`src/rtl/tanh_pkg.sv`:
```
// Shared types and constants for the tanh(x) series sequencer.
package tanh_pkg;

  localparam int unsigned N_TERMS = 8;
  localparam int unsigned XW      = 16;
  localparam int unsigned ACCW    = 20;
  localparam int unsigned LUTW    = 17;
  localparam int unsigned RESW    = 32;
  localparam int unsigned AW      = $clog2(N_TERMS);
  localparam int unsigned PRODW   = ACCW + XW;

  localparam logic [XW-1:0] LINEAR_THRESH = 16'h0100;

  typedef enum logic [2:0] {
    IDLE,
    SQUARE,
    LOAD,
    MAC,
    SCALE,
    DONE
  } state_t;

  // Odd-index Maclaurin terms of tanh carry a negative sign.
  function automatic logic signed [ACCW-1:0] signed_coef(input logic [LUTW-1:0] mag,
                                                        input logic            neg);
    logic signed [ACCW-1:0] v;
    v = signed'({{(ACCW-LUTW){1'b0}}, mag});
    return neg ? -v : v;
  endfunction

endpackage

```
`src/rtl/tanh_mac.sv`:
```
// Combinational signed multiply by an unsigned Q0.16 operand, arithmetic
// truncate by 16, then add: sum = c + ((a * b) >>> 16).
module tanh_mac
  import tanh_pkg::*;
(
  input  logic signed [ACCW-1:0] a,
  input  logic        [XW-1:0]   b,
  input  logic signed [ACCW-1:0] c,
  output logic signed [ACCW-1:0] sum_c
);

  logic signed [PRODW-1:0] prod_c;
  logic signed [PRODW-1:0] shifted_c;

  always_comb begin
    prod_c    = PRODW'(a) * PRODW'($signed({1'b0, b}));
    shifted_c = prod_c >>> 16;
    sum_c     = c + ACCW'(shifted_c);
  end

endmodule

```
`src/rtl/tanh_controller.sv`:
```
// Sequencer for the 8-term tanh(x) Maclaurin series (Horner on x^2).
// Optional `TANH_LINEAR_EN: operands below LINEAR_THRESH bypass the series.
module tanh_controller
  import tanh_pkg::*;
(
  input  logic            clk,
  input  logic            rst,
  input  logic            start,
  input  logic [XW-1:0]   x_in,
  input  logic            x_sign,
  input  logic [LUTW-1:0] lut,
  output logic [AW-1:0]   addr,
  output logic [RESW-1:0] result_ready,
  output logic            busy,
  output logic            done
);

  state_t                 state;
  logic [XW-1:0]          x_q;
  logic                   sign_q;
  logic [XW-1:0]          y_q;
  logic signed [ACCW-1:0] acc;

  logic [2*XW-1:0]        sq_c;
  logic signed [ACCW-1:0] coef_c;
  logic [XW-1:0]          mac_b_c;
  logic signed [ACCW-1:0] mac_c_c;
  logic signed [ACCW-1:0] mac_sum_c;
  logic signed [RESW-1:0] r_c;
`ifdef TANH_LINEAR_EN
  logic signed [RESW-1:0] lin_c;
`endif

  assign coef_c = signed_coef(lut, addr[0]);

  // The multiplier is shared: Horner step in MAC, final x scaling in SCALE.
  always_comb begin
    mac_b_c = y_q;
    mac_c_c = coef_c;
    if (state == SCALE) begin
      mac_b_c = x_q;
      mac_c_c = '0;
    end
    sq_c = {{XW{1'b0}}, x_q} * {{XW{1'b0}}, x_q};
    r_c  = {{(RESW-ACCW){mac_sum_c[ACCW-1]}}, mac_sum_c};
`ifdef TANH_LINEAR_EN
    lin_c = signed'({{(RESW-XW){1'b0}}, x_in});
`endif
  end

  tanh_mac u_mac (
    .a     (acc),
    .b     (mac_b_c),
    .c     (mac_c_c),
    .sum_c (mac_sum_c)
  );

  always_ff @(posedge clk) begin
    if (rst) begin
      state        <= IDLE;
      addr         <= '0;
      result_ready <= '0;
      busy         <= 1'b0;
      done         <= 1'b0;
      x_q          <= '0;
      sign_q       <= 1'b0;
      y_q          <= '0;
      acc          <= '0;
    end else begin
      done <= 1'b0;
      unique case (state)
        IDLE: begin
          if (start) begin
            x_q    <= x_in;
            sign_q <= x_sign;
            addr   <= '0;
            busy   <= 1'b1;
`ifdef TANH_LINEAR_EN
            if (x_in < LINEAR_THRESH) begin
              result_ready <= x_sign ? -lin_c : lin_c;
              done         <= 1'b1;
              state        <= DONE;
            end else begin
              state <= SQUARE;
            end
`else
            state <= SQUARE;
`endif
          end
        end
        SQUARE: begin
          y_q   <= XW'(sq_c >> XW);
          addr  <= AW'(N_TERMS - 1);
          state <= LOAD;
        end
        LOAD: begin
          acc   <= coef_c;
          addr  <= addr - AW'(1);
          state <= MAC;
        end
        MAC: begin
          acc <= mac_sum_c;
          if (addr == '0) begin
            state <= SCALE;
          end else begin
            addr <= addr - AW'(1);
          end
        end
        SCALE: begin
          result_ready <= sign_q ? -r_c : r_c;
          done         <= 1'b1;
          state        <= DONE;
        end
        DONE: begin
          busy  <= 1'b0;
          state <= IDLE;
        end
        default: begin
          busy  <= 1'b0;
          addr  <= '0;
          state <= IDLE;
        end
      endcase
    end
  end

endmodule

```
`config.mk`:
```
export PLATFORM = sky130hd
export DESIGN_NAME = tanh_controller
export DESIGN_NICKNAME = d
export VERILOG_FILES = /design/src/rtl/tanh_pkg.sv /design/src/rtl/tanh_mac.sv /design/src/rtl/tanh_controller.sv
export SDC_FILE = /design/constraint.sdc
export NUM_CORES = 2
export LEC_CHECK = 0
export BUFFER_PORTS_ARGS = -buffer_cell sky130_fd_sc_hd__clkbuf_2
export CORE_ASPECT_RATIO = 0.75
export CORE_MARGIN = 2
export CORE_UTILIZATION = 45
export CTS_BUF_LIST = sky130_fd_sc_hd__clkbuf_8
export CTS_CLUSTER_SIZE = 25
export DETAILED_ROUTE_END_ITERATION = 10
export GPL_ROUTABILITY_DRIVEN = 0
export SLEW_MARGIN = 20
export SYNTH_ARGS = -nofsm -noshare
export SYNTH_HDL_FRONTEND = slang
export SYNTH_SLANG_ARGS = --single-unit
export TNS_END_PERCENT = 30
```
`constraint.sdc`:
```
create_clock -name clk -period 21.5 [get_ports clk]
set_input_delay 0 -clock clk [delete_from_list [all_inputs] [get_ports clk]]
set_output_delay 0 -clock clk [all_outputs]
set_load 0.02 [all_outputs]
```
# [After elaboration in Yosys (flattened, before gate mapping)]
# Index checks and enable logic that the tools add are counted.
[totals] input_bits=37 regBits=93 wordCells=48 out_inout_bits=37
[classes] reduce_logical=9 bitwise=2 muxes=14 eq_ne=8 n_mul=2 add_sub_neg=4
[op_table] operator="$mux 20" count=2
[op_table] operator="$pmux 20 s2" count=1
[op_table] operator="$mul 20x17->36" count=1
[op_table] operator="$mul 16x16->32" count=1
[op_table] operator="$mux 32" count=1
[op_table] operator="$neg 20->32" count=1
[op_table] operator="$pmux 3 s5" count=2
[op_table] operator="$add 20x20->20" count=1
[op_table] operator="$neg 17->20" count=1
[op_table] operator="$mux 16" count=1
[op_table] operator="$mux 3" count=4
[op_table] operator="$eq 3x2->1 const B" count=2
[op_table] operator="$eq 3x3->1 const B" count=2
[op_table] operator="$logic_not 3->1" count=2
[op_table] operator="$ne 2x2->1 const B" count=3
[op_table] operator="$reduce_and 2->1" count=3
[op_table] operator="$reduce_or 4->1" count=1
[op_table] operator="$eq 3x1->1 const B" count=1
[op_table] operator="$reduce_and 3->1" count=1
[op_table] operator="$sub 3x1->3 const B" count=1
[op_table] operator="$mux 1" count=2
[op_table] operator="$not 1->1" count=2
[op_table] operator="$pmux 1 s2" count=1
[op_table] operator="$reduce_bool 2->1" count=1
[op_table] operator="$reduce_or 2->1" count=1

# [Logic depth before layout (Yosys ltp)]
[depth] word_depth=6 depth_mapped=41 mapped_depth_nobuf=38

# [Hierarchy]
# From an unflattened synthesis, not the netlist that was laid out.
[unflattened] hier_cells=2767 hier_area_um2=23588.9
[by_module_without_submodules] module="tanh_mac" cells_each=1353 seq_area_each_um2=0.0 area_each_um2=11996.5 instances=1
[by_module_without_submodules] module="tanh_controller" cells_each=1414 seq_area_each_um2=1861.8 area_each_um2=11592.4 instances=1

# [Worst setup path after synthesis]
# OpenSTA, ideal clock, no wires.
[synth_timing] path_kind="register to register" start="reg state[1]" end="reg result_ready[23]" setup_slack_ns=12.187 arrival_time_ns=9.186 setup_ns=0.128 t_required_ns=21.372 stages_incl_launch_ff=39 path_cell_list="dfxtp_1 > clkbuf_1 > nor2_1 > and2_1 > clkbuf_1 > mux2i_1 > clkbuf_1 > nor2b_1 > fa_1 > inv_1 > fa_1 > inv_1 > fa_1 > fa_1 > fa_1 > inv_1 > fa_1 > inv_1 > (+3 left out) > a21o_1 > and2_1 > o21a_1 > or2_2 > a21oi_1 > xnor2_1 > ha_1 > a211o_1 > a221oi_1 > a21oi_1 > o21ai_0 > a22o_1 > xnor2_1 > nor3_1 > nand3_1 > o31ai_1 > mux2_4 > o21ai_1"
[synth_between] elab_chain_cells=6 word_cells_on_any_way=7 cone_classes="add/sub: 2; mul: 1; eq/ne: 1; mux: 3"
[synth_rtl] item="from (decl)" line_no="tanh_controller.sv:18" text="state_t state;"
[synth_rtl] item="from (signal assigned)" line_no="tanh_controller.sv:60" text="state <= IDLE;"
[synth_rtl] item="from (signal assigned)" line_no="tanh_controller.sv:87" text="state <= SQUARE;"
[synth_rtl] item="from (signal assigned)" line_no="tanh_controller.sv:94" text="state <= LOAD;"
[synth_rtl] item="$eq 3x3->1 *" line_no="tanh_controller.sv:40, tanh_controller.sv:71"
[synth_rtl] item="$mux 16" line_no="tanh_controller.sv:40" text="if (state == SCALE) begin"
[synth_rtl] item="$mul 20x17->36" line_no="tanh_mac.sv:16" text="prod_c = PRODW'(a) * PRODW'($signed({1'b0, b}));"
[synth_rtl] item="$add 20x20->20" line_no="tanh_mac.sv:18" text="sum_c = c + ACCW'(shifted_c);"
[synth_rtl] item="$neg 20->32" line_no="tanh_controller.sv:110" text="result_ready <= sign_q ? -r_c : r_c;"
[synth_rtl] item="$mux 32" line_no="tanh_controller.sv:110"
[synth_rtl] item="to (signal assigned)" line_no="tanh_controller.sv:110"
[synth_rtl] item="to (decl)" line_no="tanh_controller.sv:13" text="output logic [RESW-1:0] result_ready,"
# Mark *: on every way between the ends. The rest lies on a longest branch, timed or not.
# A chain may end at the register's enable or synchronous reset.

# [Final worst setup path]
# Same ends and word-level chain as after synthesis.

==> run metrics <==
buffers and inverters on the worst path=6; Post-synth EDFFs=0; Worst R2R Path Depth=37; CTS Root Cell=clkbuf_8; H-tree depth=3; starting density of the core=between 40 and 50%; first-pass GRT wire length=around 100000 µm; Clk pin slew, worst setup/hold paths=about 0.11 ns; fin area=around 25000 µm²; Final Core Density=roughly half; Pleak=between 10 and 15 nW; Psw=around 0.00033 W; critical path data required time=21.75 ns; normalized max-slew margin=a little over a quarter; total grt overflow=0; row cnt=72; library cells used by synthesis=between 60 and 70; Resize count post-CTS=0; reg-to-reg slack, setup=between 10 and 15 ns; IO buf count=73; Worst VDD drop=0.0381 mV; cell family with most CP delay=adder cells; Reg power frac=32.1%; die width=between 200 and 300 µm; largest fanout on the critical path=between 50 and 60; Crit Reg-Reg Startpoint=state[1]; Cell Int Power=0.000354 W; Clock Tree Buf Depth=2; crit path max-delay cell type=nand2_1; DP Area=~25000 µm²; count of mapped cells out of synthesis=approximately 2700; Via-to-Cell Ratio=5.20; Hold Slack=~0.045 ns; residual DRC count=0; filler instances=about 5000; Hold Path End=state[0]; # diodes=0; worst-skew pair later-pin latency=between 0.3 and 0.4 ns; Clock power frac=between 10% and 20%; status=completed; Max-Cap Viols=0; FF+latch area=around 1900 µm²; hold_sp=start; dominant synthesized flop cell=dfxtp_1; arrival time at the worst endpoint=around 11 ns; Crit. End Element=flip-flop; hold depth=3; RR Endpoint=result_ready[23]; CTS tree=built; core area=between 50000 and 60000 µm²; switch share=48.2%; Worst Tran Pin Value=about 1.1 ns; setup violators final=0; initial antenna violation count=0; Max Clock Freq=91.3 MHz; Vias=between 15000 and 20000; vias in the first global route=approximately 19000; HP Class=in2reg; syn nets=roughly 3400; number of clock sinks=a little over 90; Multi-input gate area=18800 µm²; Synth Register Bits=93; syn avg cell area=between 8 and 9 µm²; YS warnings=0; I/O Pins=between 70 and 80; drt total wl=approximately 62000 µm; sequential area share after synthesis=7.96%; DRT iter0 DRCs=between 1000 and 1500; Pre-Repair DR Iteration Count=7; fin crit period=between 10 and 15 ns; Most common cell on crit path=fa_1; largest net degree at the start of global routing=80; Sum Neg Setup Slack=0 ns; Die Y-Extent=between 200 and 250 µm; Setup WS post-layout=between 10 and 15 ns; Synth async-reset ratio=0%; Slew Limit Fails=0; CTS Buf Count=9; Crit Path Class=reg2reg; Clock Skew=about 0.026 ns; nets=3459; DRT antenna net count=0; Comb power frac=between 50% and 60%; Hold Fails Final Rpt=0; Pwr per Cell Area=~27 nW/µm²; Placement Setup Slack=approximately 11 ns; layout cells sized above 1=roughly 5.6%; die area=roughly 54000 µm²; Critical Path Source Type=flip-flop; Area Overhead vs Synth=6.57%; max incr delay on CP=slightly above 0.7 ns; GRT Util Overall=~24%; unrepaired setup endpoints after global routing=false; final period utilization=51.0%; WL per Instance=between 15 and 20 µm; DP HPWL=48700 µm; synthesized area=23400 µm²
state kept, by name (all words and copies together), names as in the netlist:
name and cells:
sign_q 1, result_ready 32, state 3, acc 20, x_q 16, y_q 16
busy 1, done 1, addr 3
how the worst max path moves through the flow:
stage	startpoint	end	slack, ns	depth (start not counted)
floorplan	state[1]	result_ready[23]	12.19	38
global placement	state[1]	result_ready[31]	10.89	35
detailed placement	state[1]	result_ready[25]	10.69	38
CTS	state[1]	result_ready[23]	10.64	38
global route	state[1]	result_ready[23]	9.77	38
finish	state[1]	result_ready[23]	10.54	37
synth_stat cells, types with 49 or more instances:
cell type,instances,area share [%]
inv_1,619,9.9
nor2_1,117,1.9
nor2b_1,82,2.2
o21ai_0,52,1.1
fa_1,478,41
xor2_1,49,1.8
clkbuf_1,106,1.7
and2_1,105,2.8
nand2_1,381,6.1
a21oi_1,94,2.0
ha_1,214,11
dfxtp_1,93,8.0
through the flow:
step,instances,total power (W)
2_1_floorplan,2702,0.000446
3_3_place_gp,3403,0.000556
3_5_place_dp,3405,0.000564
6_report,3438,0.000683
5_1_grt,3438,0.000735
4_1_cts,3438,0.000681
power groups by stage:
stage               clock network (W)  registers [W]  logic (W)
global route                 0.000122       0.000221   0.000391
floorplan                           0       0.000198   0.000248
global placement                    0       0.000222   0.000334
finish                       0.000112       0.000219   0.000351
CTS                          0.000115       0.000218   0.000347
detailed placement                  0       0.000222   0.000341
repair_timing:
action                                 in CTS  in global routing
setup buffers                               0                  0
endpoints found under the hold margin      17                  0
hold buffers                               17                  0
final cells by class:
cell class,instances,share of cell area (%)
Sequential cell,93,7.47
Multi-Input combinational cell,1882,75.7
Timing Repair Buffer,125,3.31
Inverter,619,9.33
Clock buffer,9,0.497
Clock inverter,7,0.206
Tap cell,703,3.53
layer usage:
layer	track usage (%)	up-vias	part of all wire [%]
li1	-	8204	-
met1	36.9	9058	48
met2	37.0	546	44
met3	3.82	54	7.0
met4	3.67	0	1.1
met5	0	-	0
worst reg2reg max path, delay by kind of cell, from the launching register on:
family,cells,cell delay (ns)
AOI/OAI and AO/OA,10,2.53
and+or+nand+nor,10,2.86
adders and majority gates,8,3.45
buffers and inverters,6,0.82
muxes,1,0.28
xor gates and xnor gates,2,0.46
DFF,1,0.41
layout by cell type (no fill, tap or decap), drive strengths merged, types with 4 or more instances in the layout:
| cell | synthesis | layout |
|---|---|---|
| a2111oi | 5 | 5 |
| a211o | 5 | 5 |
| a211oi | 32 | 32 |
| a21o | 25 | 25 |
| a21oi | 94 | 94 |
| a221o | 4 | 4 |
| and2 | 106 | 106 |
| and3 | 6 | 6 |
| buf | 2 | 35 |
| clkbuf | 106 | 82 |
| clkinv | 0 | 4 |
| dfxtp | 93 | 93 |
| dlygate4sd3 | 0 | 17 |
| fa | 478 | 478 |
| ha | 214 | 214 |
| inv | 619 | 620 |
| mux2i | 10 | 10 |
| nand2 | 381 | 381 |
| nand2b | 19 | 19 |
| nand3 | 13 | 13 |
| nand4 | 9 | 9 |
| nor2 | 118 | 118 |
| nor2b | 82 | 82 |
| nor3 | 25 | 25 |
| nor3b | 5 | 5 |
| o211ai | 10 | 10 |
| o21a | 9 | 9 |
| o21ai | 67 | 67 |
| o31ai | 10 | 10 |
| o41ai | 4 | 4 |
| or2 | 7 | 7 |
| or3 | 6 | 6 |
| or4 | 5 | 5 |
| xnor2 | 50 | 50 |
| xor2 | 49 | 49 |
cell families (layout without fill, tap and decap cells):
logic type	Yosys count	in the layout	share of synthesized area [%]
AO/OA/AOI/OAI	285	285	7.70
buffers and inverters	727	760	11.7
XOR/XNOR	99	99	3.77
flip-flops	93	93	7.96
multiplexers	13	13	0.605
adder cells (fa/ha/maj)	692	692	52.4
AND/OR/NAND/NOR	793	793	15.9
No activity file was read; power rests on OpenSTA's default activity.
